===== src/rtl/bram_req_pkg.sv =====
// bram_req_pkg: shared latency helper and RESP_DEPTH legality check for the BRAM requester.
package bram_req_pkg;
  function automatic int bram_lat(input bit pipelined);
    return pipelined ? 2 : 1;
  endfunction
  function automatic bit resp_depth_ok(input int depth, input int lat);
    return depth >= lat + 1 && (depth & (depth - 1)) == 0;
  endfunction
endpackage


===== src/rtl/bram_resp_fifo.sv =====
// bram_resp_fifo: first-word fall-through response FIFO with occupancy count.
module bram_resp_fifo #(
  parameter int DEPTH = 4,
  parameter int W = 32,
  localparam int AW = $clog2(DEPTH),
  localparam int CW = AW + 1
) (
  input  logic          clk,
  input  logic          rst,
  input  logic          push,
  input  logic          pop,
  input  logic [W-1:0]  din,
  output logic [W-1:0]  head,
  output logic [CW-1:0] count
);
  logic [W-1:0] mem [DEPTH];
  logic [AW-1:0] wptr, rptr;
  assign head = mem[rptr];
  always_ff @(posedge clk)
    if (push) mem[wptr] <= din;
  always_ff @(posedge clk) begin
    if (rst) begin
      wptr <= '0;
      rptr <= '0;
      count <= '0;
    end else begin
      if (push) wptr <= wptr + 1'b1;
      if (pop) rptr <= rptr + 1'b1;
      count <= count + CW'(push) - CW'(pop);
    end
  end
endmodule


===== src/rtl/bram_req_ctrl.sv =====
// bram_req_ctrl: valid/ready to BRAM port strobes with credit-tracked read responses.
// Optional BRAM_REQ_WRITE_ACK_EN: writes also return one response (write-first DOx).
module bram_req_ctrl
  import bram_req_pkg::*;
#(
  parameter int PIPELINED = 0,
  parameter int ADDR_WIDTH = 9,
  parameter int DATA_WIDTH = 32,
  parameter int RESP_DEPTH = 4
) (
  input  logic                  CLK,
  input  logic                  RST,
  input  logic                  req_valid,
  output logic                  req_ready,
  input  logic                  req_write,
  input  logic [ADDR_WIDTH-1:0] req_addr,
  input  logic [DATA_WIDTH-1:0] req_data,
  output logic                  resp_valid,
  input  logic                  resp_ready,
  output logic [DATA_WIDTH-1:0] resp_data,
  output logic                  busy,
  output logic                  bram_en,
  output logic                  bram_we,
  output logic [ADDR_WIDTH-1:0] bram_addr,
  output logic [DATA_WIDTH-1:0] bram_din,
  input  logic [DATA_WIDTH-1:0] bram_dout
);
  localparam int LAT = bram_lat(PIPELINED != 0);
  localparam int CW = $clog2(RESP_DEPTH) + 1;
  if (!resp_depth_ok(RESP_DEPTH, LAT)) begin : g_bad_depth
    $error("RESP_DEPTH must be a power of 2 and at least LAT+1");
  end
  logic [CW-1:0] count, f_cnt;
  logic [LAT-1:0] pipe;
  logic [DATA_WIDTH-1:0] head;
  logic fire, need, cap, pop, f_empty, f_push, f_pop;
`ifdef BRAM_REQ_WRITE_ACK_EN
  assign need = 1'b1;
`else
  assign need = !req_write;
`endif
  assign req_ready = !RST && count < CW'(RESP_DEPTH);
  assign fire = req_valid && req_ready;
  assign bram_en = fire;
  assign bram_we = fire && req_write;
  assign bram_addr = req_addr;
  assign bram_din = req_data;
  assign cap = pipe[LAT-1];
  assign f_empty = f_cnt == '0;
  // Empty FIFO bypass: data arriving on DOx is presented in the same cycle it appears.
  assign resp_valid = !RST && (!f_empty || cap);
  assign resp_data = f_empty ? bram_dout : head;
  assign pop = resp_valid && resp_ready;
  assign f_pop = pop && !f_empty;
  assign f_push = cap && !RST && !(f_empty && pop);
  assign busy = !RST && count != '0;
  always_ff @(posedge CLK) begin
    if (RST) begin
      count <= '0;
      pipe <= '0;
    end else begin
      count <= count + CW'(fire && need) - CW'(pop);
      pipe[0] <= fire && need;
      for (int i = 1; i < LAT; i++) pipe[i] <= pipe[i-1];
    end
  end
  bram_resp_fifo #(.DEPTH(RESP_DEPTH), .W(DATA_WIDTH)) u_fifo (
    .clk(CLK),
    .rst(RST),
    .push(f_push),
    .pop(f_pop),
    .din(bram_dout),
    .head(head),
    .count(f_cnt)
  );
endmodule


===== config.mk =====
export PLATFORM = sky130hd
export DESIGN_NAME = bram_req_ctrl
export DESIGN_NICKNAME = d
export VERILOG_FILES = /design/src/rtl/bram_req_pkg.sv /design/src/rtl/bram_resp_fifo.sv /design/src/rtl/bram_req_ctrl.sv
export SDC_FILE = /design/constraint.sdc
export NUM_CORES = 1
export LEC_CHECK = 0
export ABC_AREA = 1
export CAP_MARGIN = 15
export CORE_UTILIZATION = 40
export DETAILED_ROUTE_END_ITERATION = 7
export GPL_ROUTABILITY_DRIVEN = 0
export PLACE_DENSITY = 0.67
export SYNTH_ARGS = -nofsm -noshare
export SYNTH_HDL_FRONTEND = slang
export SYNTH_SLANG_ARGS = --single-unit

===== constraint.sdc =====
create_clock -name CLK -period 3.81 [get_ports CLK]
set_clock_uncertainty 0.05 [all_clocks]
set_input_delay 0.381 -clock CLK [delete_from_list [all_inputs] [get_ports CLK]]
set_output_delay 0.381 -clock CLK [all_outputs]
set_load 0.01 [all_outputs]

==> reports/metrics.csv, run 1 <==
metric,value,unit
DR pass1 iterations,5,
residual overflow from global routing,0,
post-layout minimum cycle time,2.832,ns
via count,4178,
"wirelength, routed",13330,um
Tcrit/Tclk final,0.7432,
"Slowest-stage cell, CP",clkdlybuf4s50_1,
final non-filler cell total,873,
synth-to-layout area growth,19.36,%
Inserted Diodes,0,
Max H-tree Level,4,
Worst EP arrival,2.40,ns
Worst Path Buf+Inv,3,
routed vias/inst,4.786,
Synth Warn #,0,
LEAKAGE,2.892,nW
crit-path max FO,32,
hold buffer count at CTS,0,
Worst Path Required,3.38,ns
"most used cell, CP",nand2_1,
initial antenna violation count,0,
worst-margin pin slew,0.7742,ns
root buffer selected by CTS,clkbuf_16,
# IOs,156,
PD cells,666.0,mW/mm^2
Syn Std Cell Area,0.006332,mm^2
crit start category,register,
Top Family by Delay on Critical Path,buffers and inverters,
vias in the first global route,4111,
first-pass GRT wire length,21090,um
number of distinct library cells after synthesis,25,
part of the Yosys area used for sequential elements,0.6481,
outcome,"complete, no violations",
DIE AREA,0.01634,mm^2
cell count after synthesis,614,
Starting Density,0.4135,
FP Rows,45,
"Slew Viols, Final",0,
CTS buffer count,17,
setup TNS,0,ns
detailed-route DRC error count,0,
Max Buffers Root-to-Sink,2,
"Cell Area, Placed",0.006962,mm^2
die height,127.8,um
max-cap viol count,0,
"Clk pin slew, worst setup/hold paths",0.06,ns
Final Setup Violations,0,
CP peak stage delay,0.55,ns
RSZ-0062 raised after global routing,no,
fmax,0.3531,GHz
Routed WL per cell,15.27,um
"commonest non-fill, non-tap cell in the layout",nor2_1,
Routed Antenna Nets,0,
CP endpoint kind,primary output,
critical path class,reg -> out,
Sink Count,141,
Placed Instances,841,
r2r setup slk,1.27,ns
Fill cells,1384,
layout cell share with drive strength beyond 1,0.07553,
Rel. slew slack,0.4833,
"Setup Fix Bufs, Post-CTS",0,
final worst slack,0.9783,ns
Final Hold Viols,0,
Setup WS pre-CTS,0.7051,ns
Global Route Usage Sum,0.1713,
CTS tree,yes,
Final Instance Area,0.007559,mm^2
Nets,737,
largest net degree at the start of global routing,65,
Synth Net Count,702,
post_cts resized,0,
Worst-Skew Late Latency,0.41,ns
#FFs+latches synth,141,
Core Area,0.01531,mm^2
die boundary width,127.8,um
IO buf count,73,
average size of a mapped cell,10.31,um^2
Iter 0 DRT Violations,188,
Min-Delay Path Class,reg -> reg,
post-DP HPWL,8017,um
crit-path cells,nor2_4 > nand2_2 > inv_2 > buf_4 > nand2_1 > nand2_1 > clkdlybuf4s50_1,
Max IR drop VDD,375.3,uV
most frequent cells in the layout,"143 x nor2_1, 140 x nand2_1, 128 x edfxtp_1",
## final timing paths
path	from	to	cells past startpoint
worst min-delay path	u_fifo.wptr[1]	u_fifo.wptr[1]	2
worst min register to register	u_fifo.wptr[1]	u_fifo.wptr[1]	2
worst max register to register	u_fifo.count[1]	count[2]	13
worst max-delay path	u_fifo.count[1]	resp_data[21]	7
## cell usage after synthesis
library cell / n / share of area
a21oi_1: 2 / 0.0016
and2_1: 1 / 0.00099
buf_1: 2 / 0.0012
buf_2: 11 / 0.0087
buf_4: 44 / 0.052
buf_6: 7 / 0.012
clkbuf_1: 4 / 0.0024
dfxtp_1: 13 / 0.041
edfxtp_1: 128 / 0.61
fa_1: 2 / 0.0063
ha_1: 8 / 0.016
inv_1: 26 / 0.015
inv_2: 2 / 0.0012
nand2_1: 140 / 0.083
nand2_2: 1 / 0.00099
nand3_1: 3 / 0.0024
nand4_1: 1 / 0.00099
nor2_1: 147 / 0.087
nor2_4: 1 / 0.0018
nor3_1: 3 / 0.0024
nor3b_1: 1 / 0.0012
o21a_1: 1 / 0.0012
o21ai_0: 20 / 0.016
o21ai_1: 45 / 0.036
xor2_1: 1 / 0.0014
## worst register-to-register path, cell delays in order (launching register included)
cell and delay [ns]:
dfxtp_1 0.34, nor2_4 0.16, nand2_2 0.23, inv_2 0.12, a21oi_1 0.07, and2_1 0.17, ha_1 0.26, inv_1 0.06
ha_1 0.14, inv_1 0.05, fa_1 0.37, xor2_1 0.19, nand2_1 0.07, nor3b_1 0.13
## power by group
group          internal [mW]  total (mW)  leakage (nW)  switching [mW]
clock network           1.03        1.64         0.288           0.614
registers               1.73        1.76          1.26          0.0284
logic                  0.731        1.63          1.35           0.899
## kinds of logic after synthesis
group / share of synthesized area
AOI/OAI and AO/OA: 0.05414
xor gates and xnor gates: 0.001383
adders and majority gates: 0.02213
buffers and inverters: 0.09346
DFF: 0.6481
and+or+nand+nor: 0.1808
## state kept, by name, indices dropped and copies added (netlist names), named ones only
register,flops
u_fifo.count,3
count,3
u_fifo.wptr,2
cap,1
u_fifo.rptr,2
u_fifo.mem,128
## layout make-up
type,instances,area [um^2],share of cell area
clock buffer,18,429.2,0.05678
tap,211,264.0,0.03493
timing repair buffer,84,820.8,0.1086
multi-input combinational,377,1667,0.2205
inverter,28,105.1,0.01391
clock inverter,14,167.7,0.02218
sequential,141,4105,0.5431
## through the flow
stage	utilization	power (mW)	hold slack, ns
after detailed placement	0.4546	3.455	0.4495
final	0.4935	5.034	0.4612
after floorplan	-	2.706	0.4149
after global routing	0.4935	5.300	0.4990
after CTS	0.4935	5.099	0.4632
after global placement	0.4536	3.431	0.4425
## metal layers
layer,wire length (um),track usage,part of all wire,vias up
met5,0,0,0,-
li1,-,-,-,2049
met2,6492,0.2861,0.49,111
met1,5660,0.2046,0.42,1969
met3,672,0.02922,0.050,49
met4,502,0.1135,0.038,0
No activity file was read; power rests on OpenSTA's default activity.
==> inputs of run 2 (changes only) <==
- PLACE_DENSITY: 0.67 -> 0.7
- clock period: 3.81 -> 2.6 ns (I/O delays scaled with it)
==> reports/metrics.csv, run 2 (same netlist as run 1, synthesis figures left out) <==
metric,value,unit,change
worst-margin pin slew,0.4575,ns,-0.3167 ns
Iter 0 DRT Violations,332,,+77%
crit-path max FO,27,,-16%
met3 GRT Util,0.05008,,+0.02087
Nets,745,,+1.1%
PD cells,954.5,mW/mm^2,+43%
Inserted Diodes,0,,unchanged
biggest regs,"u_fifo.mem (128), count (3), u_fifo.count (3)",,
CTS buffer count,17,,unchanged
IO buf count,73,,unchanged
synth-to-layout area growth,21.02,%,
LEAKAGE,2.934,nW,+1.4%
DIE AREA,0.01634,mm^2,unchanged
hold buffer count at CTS,0,,unchanged
Min-Delay Path Class,in -> reg,,
# IOs,156,,unchanged
Max H-tree Level,4,,unchanged
crit start category,register,,
Worst Path Required,2.29,ns,-1.09 ns
met1 usage,0.1959,,-0.008715
max-cap viol count,0,,unchanged
crit-path cells,inv_1 > buf_6 > nor2_1 > o21ai_1 > nand2_1 > nand2_1 > nand2_1 > clkdlybuf4s50_1,,
RSZ-0062 raised after global routing,no,,
layout cell share with drive strength beyond 1,0.08209,,+0.006561
Worst Path Buf+Inv,3,,unchanged
Top Family by Delay on Critical Path,buffers and inverters,,
routed vias/inst,4.767,,-0.39%
Final Instance Area,0.007664,mm^2,+1.4%
Worst-Skew Late Latency,0.41,ns,about the same
detailed-route DRC error count,0,,unchanged
Max IR drop VDD,538.5,uV,+43%
"most used cell, CP",nand2_1,,
Largest register FFs,128,,unchanged
Biggest register,u_fifo.mem,,
"Slew Viols, Final",0,,unchanged
via count,4200,,+0.53%
"Power, Total",7.315,mW,+45%
post-DP HPWL,7611,um,-5.1%
setup TNS,0,ns,unchanged
GR Util met2,0.2756,,-0.01055
busiest grt layer,met2,,
Global Route Usage Sum,0.1617,,-0.009648
first-pass GRT wire length,19980,um,-5.3%
worst hold slack,0.3812,ns,-0.08006 ns
die boundary width,127.8,um,unchanged
sequential standard cell area,0.004105,mm^2,unchanged
Routed WL per cell,14.53,um,-4.8%
Worst EP arrival,2.10,ns,-0.30 ns
CTS tree,yes,,
"Cell Area, Placed",0.007077,mm^2,+1.7%
outcome,"complete, no violations",,
"Clk pin slew, worst setup/hold paths",0.06,ns,about the same
area of the multi-input gates,0.001667,mm^2,unchanged
residual overflow from global routing,0,,unchanged
post-layout minimum cycle time,2.415,ns,
"wirelength, routed",12800,um,-4.0%
Final Hold Viols,0,,unchanged
Fill cells,1362,,-1.6%
root buffer selected by CTS,clkbuf_16,,
Max Buffers Root-to-Sink,2,,unchanged
Rel. slew slack,0.6950,,+0.2117
most frequent cells in the layout,"143 x nor2_1, 140 x nand2_1, 128 x edfxtp_1",,
Starting Density,0.4135,,unchanged
initial antenna violation count,0,,unchanged
Core Area,0.01531,mm^2,unchanged
"Slowest-stage cell, CP",clkdlybuf4s50_1,,
FP Rows,45,,unchanged
Final Setup Violations,0,,unchanged
die height,127.8,um,unchanged
largest net degree at the start of global routing,49,,-25%
DR pass1 iterations,5,,unchanged
Routed Antenna Nets,0,,unchanged
Tcrit/Tclk final,0.9287,,
"commonest non-fill, non-tap cell in the layout",nor2_1,,
vias in the first global route,3985,,-3.1%
critical path class,reg -> out,,
Sink Count,141,,unchanged
fmax,0.4142,GHz,
CP peak stage delay,0.49,ns,-0.06 ns
CP endpoint kind,primary output,,
run 2: what timing repair did:
item | in CTS | in global routing
setup buffers | 0 | 0
endpoints found under the setup margin | 2 | 27
gates resized for setup | 1 | 9
pin swaps | 0 | 0
run 2: power breakdown:
part,internal [mW],switching [mW]
clock,1.40,0.867
combinational,1.15,1.32
sequential,2.54,0.0444
run 2: final timing paths:
path                   startpoint        endpoint  slack [ns]  cells after the start
setup / recovery         register   resp_data[21]        0.19                      8
hold / removal          req_write             cap        0.38                      2
setup reg to reg  u_fifo.count[1]        count[2]        0.28                     13
hold reg to reg    u_fifo.rptr[1]  u_fifo.rptr[1]        0.46                      2
run 2: worst register-to-register path, delay by kind of cell (launching register included):
kind,cells,cell delay [ns]
fa+ha+maj,3,0.76
xor+xnor,1,0.23
compound gates,1,0.08
simple gates,5,0.61
buf+inv,3,0.17
flops,1,0.34
run 2: per-layer routing:
metal,up-vias,routed length [um]
met4,0,135
li1,2066,-
met2,133,6326
met1,1973,5455
met5,-,0
met3,28,879
run 2: metrics by stage:
stage | setup slack [ns] | std cells | utilization
finish | 0.1854 | 881 | 0.5004
global route | 0.01744 | 881 | 0.5004
CTS | 0.02434 | 881 | 0.4987
detailed placement | 0.0001279 | 849 | 0.4621
global placement | 0.1353 | 849 | 0.4621
floorplan | 0.1427 | 614 | -
run 2: layout make-up:
class                           count  share of cell area
Sequential cell                   141              0.5357
Multi-Input combinational cell    377              0.2175
Timing Repair Buffer               92              0.1257
Clock buffer                       19             0.05649
Tap cell                          211             0.03445
Clock inverter                     13             0.01616
Inverter                           28             0.01404
